File: config.mk
export PLATFORM = sky130hd
export DESIGN_NAME = wshb_arbiter_flat
export DESIGN_NICKNAME = d
export VERILOG_FILES = /design/src/rtl/wshb_pkg.sv /design/src/rtl/wshb_if.sv /design/src/rtl/wshb_arbiter.sv /design/src/flat_wrapper.sv
export SDC_FILE = /design/constraint.sdc
export NUM_CORES = 1
export LEC_CHECK = 0
export ABC_AREA = 1
export CAP_MARGIN = 10
export CORE_AREA = 5 5 128 130
export DETAILED_ROUTE_END_ITERATION = 8
export DIE_AREA = 0 0 133 135
export PLACE_DENSITY = 0.59
export SYNTH_ARGS = -nofsm -noshare
export SYNTH_HDL_FRONTEND = slang
export SYNTH_SLANG_ARGS = --single-unit
File: constraint.sdc
create_clock -name sys_clk -period 1 [get_ports sys_clk]
set_input_delay 0.1 -clock sys_clk [delete_from_list [all_inputs] [get_ports sys_clk]]
set_output_delay 0.1 -clock sys_clk [all_outputs]
set_load 0.02 [all_outputs]
File: src/rtl/wshb_pkg.sv
// wshb_pkg: shared arbiter state encoding and master identifiers.
package wshb_pkg;
   typedef enum logic [1:0] {IDLE, GNT_VGA, GNT_MIRE} state_t;
   localparam logic LAST_VGA  = 1'b0;
   localparam logic LAST_MIRE = 1'b1;
endpackage

File: src/rtl/wshb_if.sv
// wshb_if: Wishbone B4 classic/burst bundle; dat_ms flows master->slave, dat_sm slave->master.
interface wshb_if #(parameter int DATA_BYTES = 4) ();
   logic                    cyc;
   logic                    stb;
   logic                    we;
   logic [31:0]             adr;
   logic [8*DATA_BYTES-1:0] dat_ms;
   logic [8*DATA_BYTES-1:0] dat_sm;
   logic [DATA_BYTES-1:0]   sel;
   logic [2:0]              cti;
   logic [1:0]              bte;
   logic                    ack;
   logic                    err;
   logic                    rty;
   modport master (output cyc, stb, we, adr, dat_ms, sel, cti, bte, input dat_sm, ack, err, rty);
   modport slave  (input cyc, stb, we, adr, dat_ms, sel, cti, bte, output dat_sm, ack, err, rty);
endinterface

File: src/rtl/wshb_arbiter.sv
// wshb_arbiter: round-robin two-master Wishbone arbiter (vga, mire) in front of the SDRAM port.
// A grant is held for the whole cyc window of the owner and handed straight to a waiting master.
module wshb_arbiter
   import wshb_pkg::*;
#(
   parameter int DATA_BYTES = 4
) (
   input logic    sys_clk,
   input logic    sys_rst,
   wshb_if.slave  wshb_ifs_vga,
   wshb_if.slave  wshb_ifs_mire,
   wshb_if.master wshb_ifm_sdram
);
   state_t state_q, state_d;
   logic   last_gnt_q, last_gnt_d;
   logic   cyc_v, cyc_m, gnt_v, gnt_m;

   assign cyc_v = wshb_ifs_vga.cyc;
   assign cyc_m = wshb_ifs_mire.cyc;
   assign gnt_v = (state_q == GNT_VGA);
   assign gnt_m = (state_q == GNT_MIRE);

   always_ff @(posedge sys_clk or posedge sys_rst)
      if (sys_rst) begin
         state_q    <= IDLE;
         last_gnt_q <= LAST_MIRE;
      end else begin
         state_q    <= state_d;
         last_gnt_q <= last_gnt_d;
      end

   // stb is deliberately ignored: only cyc opens or closes an ownership window
   always_comb begin
      state_d    = state_q;
      last_gnt_d = last_gnt_q;
      case (state_q)
         IDLE:
            state_d = (cyc_v && cyc_m) ? ((last_gnt_q == LAST_MIRE) ? GNT_VGA : GNT_MIRE) :
                      cyc_v ? GNT_VGA : cyc_m ? GNT_MIRE : IDLE;
         GNT_VGA:
            if (!cyc_v) begin
               last_gnt_d = LAST_VGA;
               state_d    = cyc_m ? GNT_MIRE : IDLE;
            end
         GNT_MIRE:
            if (!cyc_m) begin
               last_gnt_d = LAST_MIRE;
               state_d    = cyc_v ? GNT_VGA : IDLE;
            end
         default: state_d = IDLE;
      endcase
   end

   assign wshb_ifm_sdram.cyc    = gnt_v ? wshb_ifs_vga.cyc    : gnt_m ? wshb_ifs_mire.cyc    : 1'b0;
   assign wshb_ifm_sdram.stb    = gnt_v ? wshb_ifs_vga.stb    : gnt_m ? wshb_ifs_mire.stb    : 1'b0;
   assign wshb_ifm_sdram.we     = gnt_v ? wshb_ifs_vga.we     : gnt_m ? wshb_ifs_mire.we     : 1'b0;
   assign wshb_ifm_sdram.adr    = gnt_v ? wshb_ifs_vga.adr    : gnt_m ? wshb_ifs_mire.adr    : 32'h0;
   assign wshb_ifm_sdram.dat_ms = gnt_v ? wshb_ifs_vga.dat_ms : gnt_m ? wshb_ifs_mire.dat_ms : {8*DATA_BYTES{1'b0}};
   assign wshb_ifm_sdram.sel    = gnt_v ? wshb_ifs_vga.sel    : gnt_m ? wshb_ifs_mire.sel    : {DATA_BYTES{1'b0}};
   assign wshb_ifm_sdram.cti    = gnt_v ? wshb_ifs_vga.cti    : gnt_m ? wshb_ifs_mire.cti    : 3'b000;
   assign wshb_ifm_sdram.bte    = gnt_v ? wshb_ifs_vga.bte    : gnt_m ? wshb_ifs_mire.bte    : 2'b00;

   assign wshb_ifs_vga.ack  = gnt_v & wshb_ifm_sdram.ack;
   assign wshb_ifs_vga.err  = gnt_v & wshb_ifm_sdram.err;
   assign wshb_ifs_vga.rty  = gnt_v & wshb_ifm_sdram.rty;
   assign wshb_ifs_mire.ack = gnt_m & wshb_ifm_sdram.ack;
   assign wshb_ifs_mire.err = gnt_m & wshb_ifm_sdram.err;
   assign wshb_ifs_mire.rty = gnt_m & wshb_ifm_sdram.rty;

   assign wshb_ifs_vga.dat_sm  = wshb_ifm_sdram.dat_sm;
   assign wshb_ifs_mire.dat_sm = wshb_ifm_sdram.dat_sm;
endmodule

File: src/flat_wrapper.sv
// flat-port wrapper written by rule: the top's interface ports become plain ports
module wshb_arbiter_flat import wshb_pkg::*;
#(
   parameter int DATA_BYTES = 4
)
  (sys_clk, sys_rst, wshb_ifs_vga_cyc, wshb_ifs_vga_stb, wshb_ifs_vga_we, wshb_ifs_vga_adr, wshb_ifs_vga_dat_ms, wshb_ifs_vga_sel, wshb_ifs_vga_cti, wshb_ifs_vga_bte, wshb_ifs_vga_dat_sm, wshb_ifs_vga_ack, wshb_ifs_vga_err, wshb_ifs_vga_rty, wshb_ifs_mire_cyc, wshb_ifs_mire_stb, wshb_ifs_mire_we, wshb_ifs_mire_adr, wshb_ifs_mire_dat_ms, wshb_ifs_mire_sel, wshb_ifs_mire_cti, wshb_ifs_mire_bte, wshb_ifs_mire_dat_sm, wshb_ifs_mire_ack, wshb_ifs_mire_err, wshb_ifs_mire_rty, wshb_ifm_sdram_cyc, wshb_ifm_sdram_stb, wshb_ifm_sdram_we, wshb_ifm_sdram_adr, wshb_ifm_sdram_dat_ms, wshb_ifm_sdram_sel, wshb_ifm_sdram_cti, wshb_ifm_sdram_bte, wshb_ifm_sdram_dat_sm, wshb_ifm_sdram_ack, wshb_ifm_sdram_err, wshb_ifm_sdram_rty);
  wshb_if #(.DATA_BYTES(DATA_BYTES)) wshb_ifs_vga_i ();
  wshb_if #(.DATA_BYTES(DATA_BYTES)) wshb_ifs_mire_i ();
  wshb_if #(.DATA_BYTES(DATA_BYTES)) wshb_ifm_sdram_i ();
  input logic sys_clk;
  input logic sys_rst;
  input wire logic [$bits(wshb_ifs_vga_i.cyc)-1:0] wshb_ifs_vga_cyc;
  input wire logic [$bits(wshb_ifs_vga_i.stb)-1:0] wshb_ifs_vga_stb;
  input wire logic [$bits(wshb_ifs_vga_i.we)-1:0] wshb_ifs_vga_we;
  input wire logic [$bits(wshb_ifs_vga_i.adr)-1:0] wshb_ifs_vga_adr;
  input wire logic [$bits(wshb_ifs_vga_i.dat_ms)-1:0] wshb_ifs_vga_dat_ms;
  input wire logic [$bits(wshb_ifs_vga_i.sel)-1:0] wshb_ifs_vga_sel;
  input wire logic [$bits(wshb_ifs_vga_i.cti)-1:0] wshb_ifs_vga_cti;
  input wire logic [$bits(wshb_ifs_vga_i.bte)-1:0] wshb_ifs_vga_bte;
  output wire logic [$bits(wshb_ifs_vga_i.dat_sm)-1:0] wshb_ifs_vga_dat_sm;
  output wire logic [$bits(wshb_ifs_vga_i.ack)-1:0] wshb_ifs_vga_ack;
  output wire logic [$bits(wshb_ifs_vga_i.err)-1:0] wshb_ifs_vga_err;
  output wire logic [$bits(wshb_ifs_vga_i.rty)-1:0] wshb_ifs_vga_rty;
  input wire logic [$bits(wshb_ifs_mire_i.cyc)-1:0] wshb_ifs_mire_cyc;
  input wire logic [$bits(wshb_ifs_mire_i.stb)-1:0] wshb_ifs_mire_stb;
  input wire logic [$bits(wshb_ifs_mire_i.we)-1:0] wshb_ifs_mire_we;
  input wire logic [$bits(wshb_ifs_mire_i.adr)-1:0] wshb_ifs_mire_adr;
  input wire logic [$bits(wshb_ifs_mire_i.dat_ms)-1:0] wshb_ifs_mire_dat_ms;
  input wire logic [$bits(wshb_ifs_mire_i.sel)-1:0] wshb_ifs_mire_sel;
  input wire logic [$bits(wshb_ifs_mire_i.cti)-1:0] wshb_ifs_mire_cti;
  input wire logic [$bits(wshb_ifs_mire_i.bte)-1:0] wshb_ifs_mire_bte;
  output wire logic [$bits(wshb_ifs_mire_i.dat_sm)-1:0] wshb_ifs_mire_dat_sm;
  output wire logic [$bits(wshb_ifs_mire_i.ack)-1:0] wshb_ifs_mire_ack;
  output wire logic [$bits(wshb_ifs_mire_i.err)-1:0] wshb_ifs_mire_err;
  output wire logic [$bits(wshb_ifs_mire_i.rty)-1:0] wshb_ifs_mire_rty;
  output wire logic [$bits(wshb_ifm_sdram_i.cyc)-1:0] wshb_ifm_sdram_cyc;
  output wire logic [$bits(wshb_ifm_sdram_i.stb)-1:0] wshb_ifm_sdram_stb;
  output wire logic [$bits(wshb_ifm_sdram_i.we)-1:0] wshb_ifm_sdram_we;
  output wire logic [$bits(wshb_ifm_sdram_i.adr)-1:0] wshb_ifm_sdram_adr;
  output wire logic [$bits(wshb_ifm_sdram_i.dat_ms)-1:0] wshb_ifm_sdram_dat_ms;
  output wire logic [$bits(wshb_ifm_sdram_i.sel)-1:0] wshb_ifm_sdram_sel;
  output wire logic [$bits(wshb_ifm_sdram_i.cti)-1:0] wshb_ifm_sdram_cti;
  output wire logic [$bits(wshb_ifm_sdram_i.bte)-1:0] wshb_ifm_sdram_bte;
  input wire logic [$bits(wshb_ifm_sdram_i.dat_sm)-1:0] wshb_ifm_sdram_dat_sm;
  input wire logic [$bits(wshb_ifm_sdram_i.ack)-1:0] wshb_ifm_sdram_ack;
  input wire logic [$bits(wshb_ifm_sdram_i.err)-1:0] wshb_ifm_sdram_err;
  input wire logic [$bits(wshb_ifm_sdram_i.rty)-1:0] wshb_ifm_sdram_rty;
  assign wshb_ifs_vga_i.cyc = wshb_ifs_vga_cyc;
  assign wshb_ifs_vga_i.stb = wshb_ifs_vga_stb;
  assign wshb_ifs_vga_i.we = wshb_ifs_vga_we;
  assign wshb_ifs_vga_i.adr = wshb_ifs_vga_adr;
  assign wshb_ifs_vga_i.dat_ms = wshb_ifs_vga_dat_ms;
  assign wshb_ifs_vga_i.sel = wshb_ifs_vga_sel;
  assign wshb_ifs_vga_i.cti = wshb_ifs_vga_cti;
  assign wshb_ifs_vga_i.bte = wshb_ifs_vga_bte;
  assign wshb_ifs_vga_dat_sm = wshb_ifs_vga_i.dat_sm;
  assign wshb_ifs_vga_ack = wshb_ifs_vga_i.ack;
  assign wshb_ifs_vga_err = wshb_ifs_vga_i.err;
  assign wshb_ifs_vga_rty = wshb_ifs_vga_i.rty;
  assign wshb_ifs_mire_i.cyc = wshb_ifs_mire_cyc;
  assign wshb_ifs_mire_i.stb = wshb_ifs_mire_stb;
  assign wshb_ifs_mire_i.we = wshb_ifs_mire_we;
  assign wshb_ifs_mire_i.adr = wshb_ifs_mire_adr;
  assign wshb_ifs_mire_i.dat_ms = wshb_ifs_mire_dat_ms;
  assign wshb_ifs_mire_i.sel = wshb_ifs_mire_sel;
  assign wshb_ifs_mire_i.cti = wshb_ifs_mire_cti;
  assign wshb_ifs_mire_i.bte = wshb_ifs_mire_bte;
  assign wshb_ifs_mire_dat_sm = wshb_ifs_mire_i.dat_sm;
  assign wshb_ifs_mire_ack = wshb_ifs_mire_i.ack;
  assign wshb_ifs_mire_err = wshb_ifs_mire_i.err;
  assign wshb_ifs_mire_rty = wshb_ifs_mire_i.rty;
  assign wshb_ifm_sdram_cyc = wshb_ifm_sdram_i.cyc;
  assign wshb_ifm_sdram_stb = wshb_ifm_sdram_i.stb;
  assign wshb_ifm_sdram_we = wshb_ifm_sdram_i.we;
  assign wshb_ifm_sdram_adr = wshb_ifm_sdram_i.adr;
  assign wshb_ifm_sdram_dat_ms = wshb_ifm_sdram_i.dat_ms;
  assign wshb_ifm_sdram_sel = wshb_ifm_sdram_i.sel;
  assign wshb_ifm_sdram_cti = wshb_ifm_sdram_i.cti;
  assign wshb_ifm_sdram_bte = wshb_ifm_sdram_i.bte;
  assign wshb_ifm_sdram_i.dat_sm = wshb_ifm_sdram_dat_sm;
  assign wshb_ifm_sdram_i.ack = wshb_ifm_sdram_ack;
  assign wshb_ifm_sdram_i.err = wshb_ifm_sdram_err;
  assign wshb_ifm_sdram_i.rty = wshb_ifm_sdram_rty;
  wshb_arbiter #(.DATA_BYTES(DATA_BYTES)) u_core (.sys_clk(sys_clk), .sys_rst(sys_rst), .wshb_ifs_vga(wshb_ifs_vga_i), .wshb_ifs_mire(wshb_ifs_mire_i), .wshb_ifm_sdram(wshb_ifm_sdram_i));
endmodule
==> implementation parameters <==
Parameter                              Value

Timing
  Worst hold margin ... 0.06536 ns
  Setup repair after global routing missed its margin ... yes
  Worst slew margin relative to its limit ... 87.53%
  Transition time of the tightest slew-check pin ... 0.1865 ns
  Setup WS post-layout ... -0.5715 ns
  Crit share post-route ... 157.1%
  Final hold violation count ... 0
  Setup TNS Final ... -42.30 ns
  Worst clock skew ... 0.002222 ns
  Fmax ... 0.6363 GHz
  Number of pins exceeding their max-slew limit in the final report ... 0
  # setup viols final ... 85
  Post-layout minimum cycle time ... 1.571 ns

CTS
  Number of clock sinks ... 3
  Reg clk slew, reported paths ... 0.03 ns
  Deepest clock path buffer count ... 2
  Clock insertion delay at the later pin of the skew report ... 0.22 ns
  Quantity of hold-fixing buffers added after cts ... 0
  Total CTS buffers ... 3
  TritonCTS clock tree ... done
  Clock tree root buffer cell ... sky130_fd_sc_hd__clkbuf_16
  H-tree lvl count ... 1

Logic synthesis
  Mean area per synthesized cell ... 4.865 um2
  Post-Syn Nets ... 529
  Flip-flop and latch count after synthesis ... 3
  Count of different cell masters after synthesis ... 15
  Yosys warning count ... 0
  Cell Area, Synth ... 1654 um2
  Gate Count Post-Synth ... 340
  Part of the Yosys area used for sequential elements ... 4.614%

Power
  Maximum ir drop on the vdd rail ... 1031 uV
  Clock share of power ... 6.0%
  Sequential share of power ... 2.2%
  Switching Share ... 47.38%
  Pint ... 5.566 mW
  NetSw ... 5.012 mW
  Leakage ... 2.426 nW
  Power density over the cells ... 2102 nW/um2
  Combinational fraction of design power ... 91.8%

Global route
  GRT Overall Usage ... 10.66%
  M2 GR Usage ... 18.62%
  Global Route met3 Usage ... 4.024%
  Largest net degree at the start of global routing ... 23
  Gr busiest metal ... met2
  Global-route wire length before repair ... 15.07 mm
  Number of global-route vias before repair ... 2713
  Met1 layer usage reported by global route ... 12.05%
  Remaining Overflow, GRT ... 0
  Number of antenna violations at the first check in global routing ... 0

Die
  Vertical die dimension ... 135 um
  Count of pins on the block boundary ... 335
  Effective utilization at floorplan ... 11.00%
  Total Die Area ... 17960 um2
  Core outline area ... 15030 um2
  FP Rows ... 45
  Horiz. Die Dim ... 133 um

Status
  Run status ... finished with violations
  Violated checks ... negative setup slack

Setup path
  Slowest CP cell ... sky130_fd_sc_hd__dfrtp_1
  Category of the worst setup path capture point ... output pin
  Data required time of the critical path ... 0.90 ns
  Slowest cell delay on critical path ... 0.36 ns
  Crit Path Max Fanout ... 6
  Kind of start point of the critical path ... flop
  Crit path kind ... flop to output pin
  Cell-by-cell trace of the critical path ... inv_2, nor2_4, buf_6, buf_12, buf_16, nand2_4, nand2_4, buf_6
  WP data arrival ... 1.47 ns

Route
  Vias per inst ... 3.751
  Routed via count ... 2697
  DRC errors left ... 0
  Final wirelength ... 11.14 mm
  Number of nets with antenna violations after detailed routing ... 0
  Number of design-rule violations left by the first detailed-router iteration ... 49
  Drt wl/cell ... 15.49 um
  Total iterations of the first detailed-routing run ... 4

Finish
  Share of layout cells above drive strength 1 ... 53.11%
  Growth of design area from synthesis to finish ... 204.2%
  Total number of nets in the final design ... 721
  Total inserted antenna cells ... 0

Job
  MaxCap Viol Count ... 0

Worst hold path
  Worst min-delay path category ... input pin to async pin

Place
  HPWL after detailed placement ... 7.498 mm
  Port buffer count ... 238
  GP Congestion ... 0.7567
## synth_stat cells
| cell type | instances | area share (%) |
|---|---|---|
| sky130_fd_sc_hd__nand2_1 | 233 | 53 |
| sky130_fd_sc_hd__buf_4 | 66 | 30 |
| sky130_fd_sc_hd__inv_1 | 8 | 1.8 |
| sky130_fd_sc_hd__nor2_1 | 7 | 1.6 |
| sky130_fd_sc_hd__buf_6 | 6 | 4.1 |
| sky130_fd_sc_hd__clkbuf_1 | 4 | 0.91 |
| sky130_fd_sc_hd__nand3_1 | 4 | 1.2 |
| sky130_fd_sc_hd__buf_2 | 3 | 0.91 |
| sky130_fd_sc_hd__dfrtp_1 | 2 | 3.0 |
| sky130_fd_sc_hd__inv_2 | 2 | 0.45 |
| sky130_fd_sc_hd__buf_1 | 1 | 0.23 |
| sky130_fd_sc_hd__dfstp_2 | 1 | 1.6 |
| sky130_fd_sc_hd__nand2_2 | 1 | 0.38 |
| sky130_fd_sc_hd__nor2_4 | 1 | 0.68 |
| sky130_fd_sc_hd__o21ai_0 | 1 | 0.30 |
## layer usage
metal  up-vias  routed length, um
met5         -                  0
met4         0                270
met3        24               1160
met2       164               5603
met1      1185               4105
li1       1324                  -
## placed cells by master, fill, tap and decap left out, drive strengths merged
cell type / n
nor2: 8
dfstp: 1
o21ai: 1
buf: 107
clkdlybuf4s50: 156
clkbuf: 8
nand2: 234
inv: 9
clkinvlp: 1
dfrtp: 2
nand3: 4
## critical path, delay by kind of cell, from the launching register on
family	cells	cell delay [ns]
simple gates	3	0.28
flops	1	0.36
buf+inv	5	0.60
## repair_timing
item | CTS | global route
pin swaps | 9 | 28
setup buffers | 9 | 4
resized for setup | 493 | 136
cloned | 7 | 4
setup endpoints to repair | 84 | 85
## final cells by class
cell class,count,area [um2]
clock buffer,4,78.83
sequential,3,77.57
tap,188,235.2
inverter,10,48.80
fill,1594,10000
multi-input combinational,247,1579
timing repair buffer,267,3013
## worst paths after layout
| check | start | to | slack [ns] | cells past startpoint |
|---|---|---|---|---|
| max | u_core.state_q[1] | wshb_ifm_sdram_adr[7] | -0.57 | 8 |
| min | sys_rst | u_core.state_q[1] | 0.07 | 2 |
| max reg2reg | u_core.state_q[1] | u_core.last_gnt_q | -0.38 | 9 |
| min reg2reg | u_core.last_gnt_q | u_core.last_gnt_q | 0.50 | 2 |
| max in group asynchronous | sys_rst | u_core.last_gnt_q | 0.72 | 2 |
| min in group sys_clk | wshb_ifm_sdram_dat_sm[5] | wshb_ifs_mire_dat_sm[5] | 0.20 | 0 |
## power groups by stage
stage	combinational (mW)	clock, mW	sequential (mW)
2_1_floorplan	4.14	0	0.232
3_3_place_gp	6.96	0	0.233
3_5_place_dp	6.96	0	0.237
4_1_cts	8.44	0.650	0.231
5_1_grt	10.3	0.673	0.243
6_report	9.70	0.638	0.234
## metrics by stage
| stage | cell area, um2 | total power [mW] | worst slack (ns) | cells | utilization [%] |
|---|---|---|---|---|---|
| after floorplan | 1933 | 4.371 | -0.1214 | 340 | - |
| after global placement | 4034 | 7.192 | -0.8030 | 693 | 26.83 |
| after detailed placement | 4034 | 7.192 | -0.7988 | 693 | 26.83 |
| after CTS | 4489 | 9.323 | -0.6020 | 713 | 29.86 |
| after global routing | 5032 | 11.22 | -0.6512 | 719 | 33.47 |
| final | 5032 | 10.58 | -0.5715 | 719 | 33.47 |
## sequential cells by signal, indices dropped and copies added (netlist names)
signal             cells
u_core.state_q         2
u_core.last_gnt_q      1
## cell families after synthesis
logic type      share of synthesized area [%]
flops                                   4.615
simple gates                            56.73
buf+inv                                 38.35
compound gates                         0.3023
Note: power is estimated with default switching activity, not from simulation.
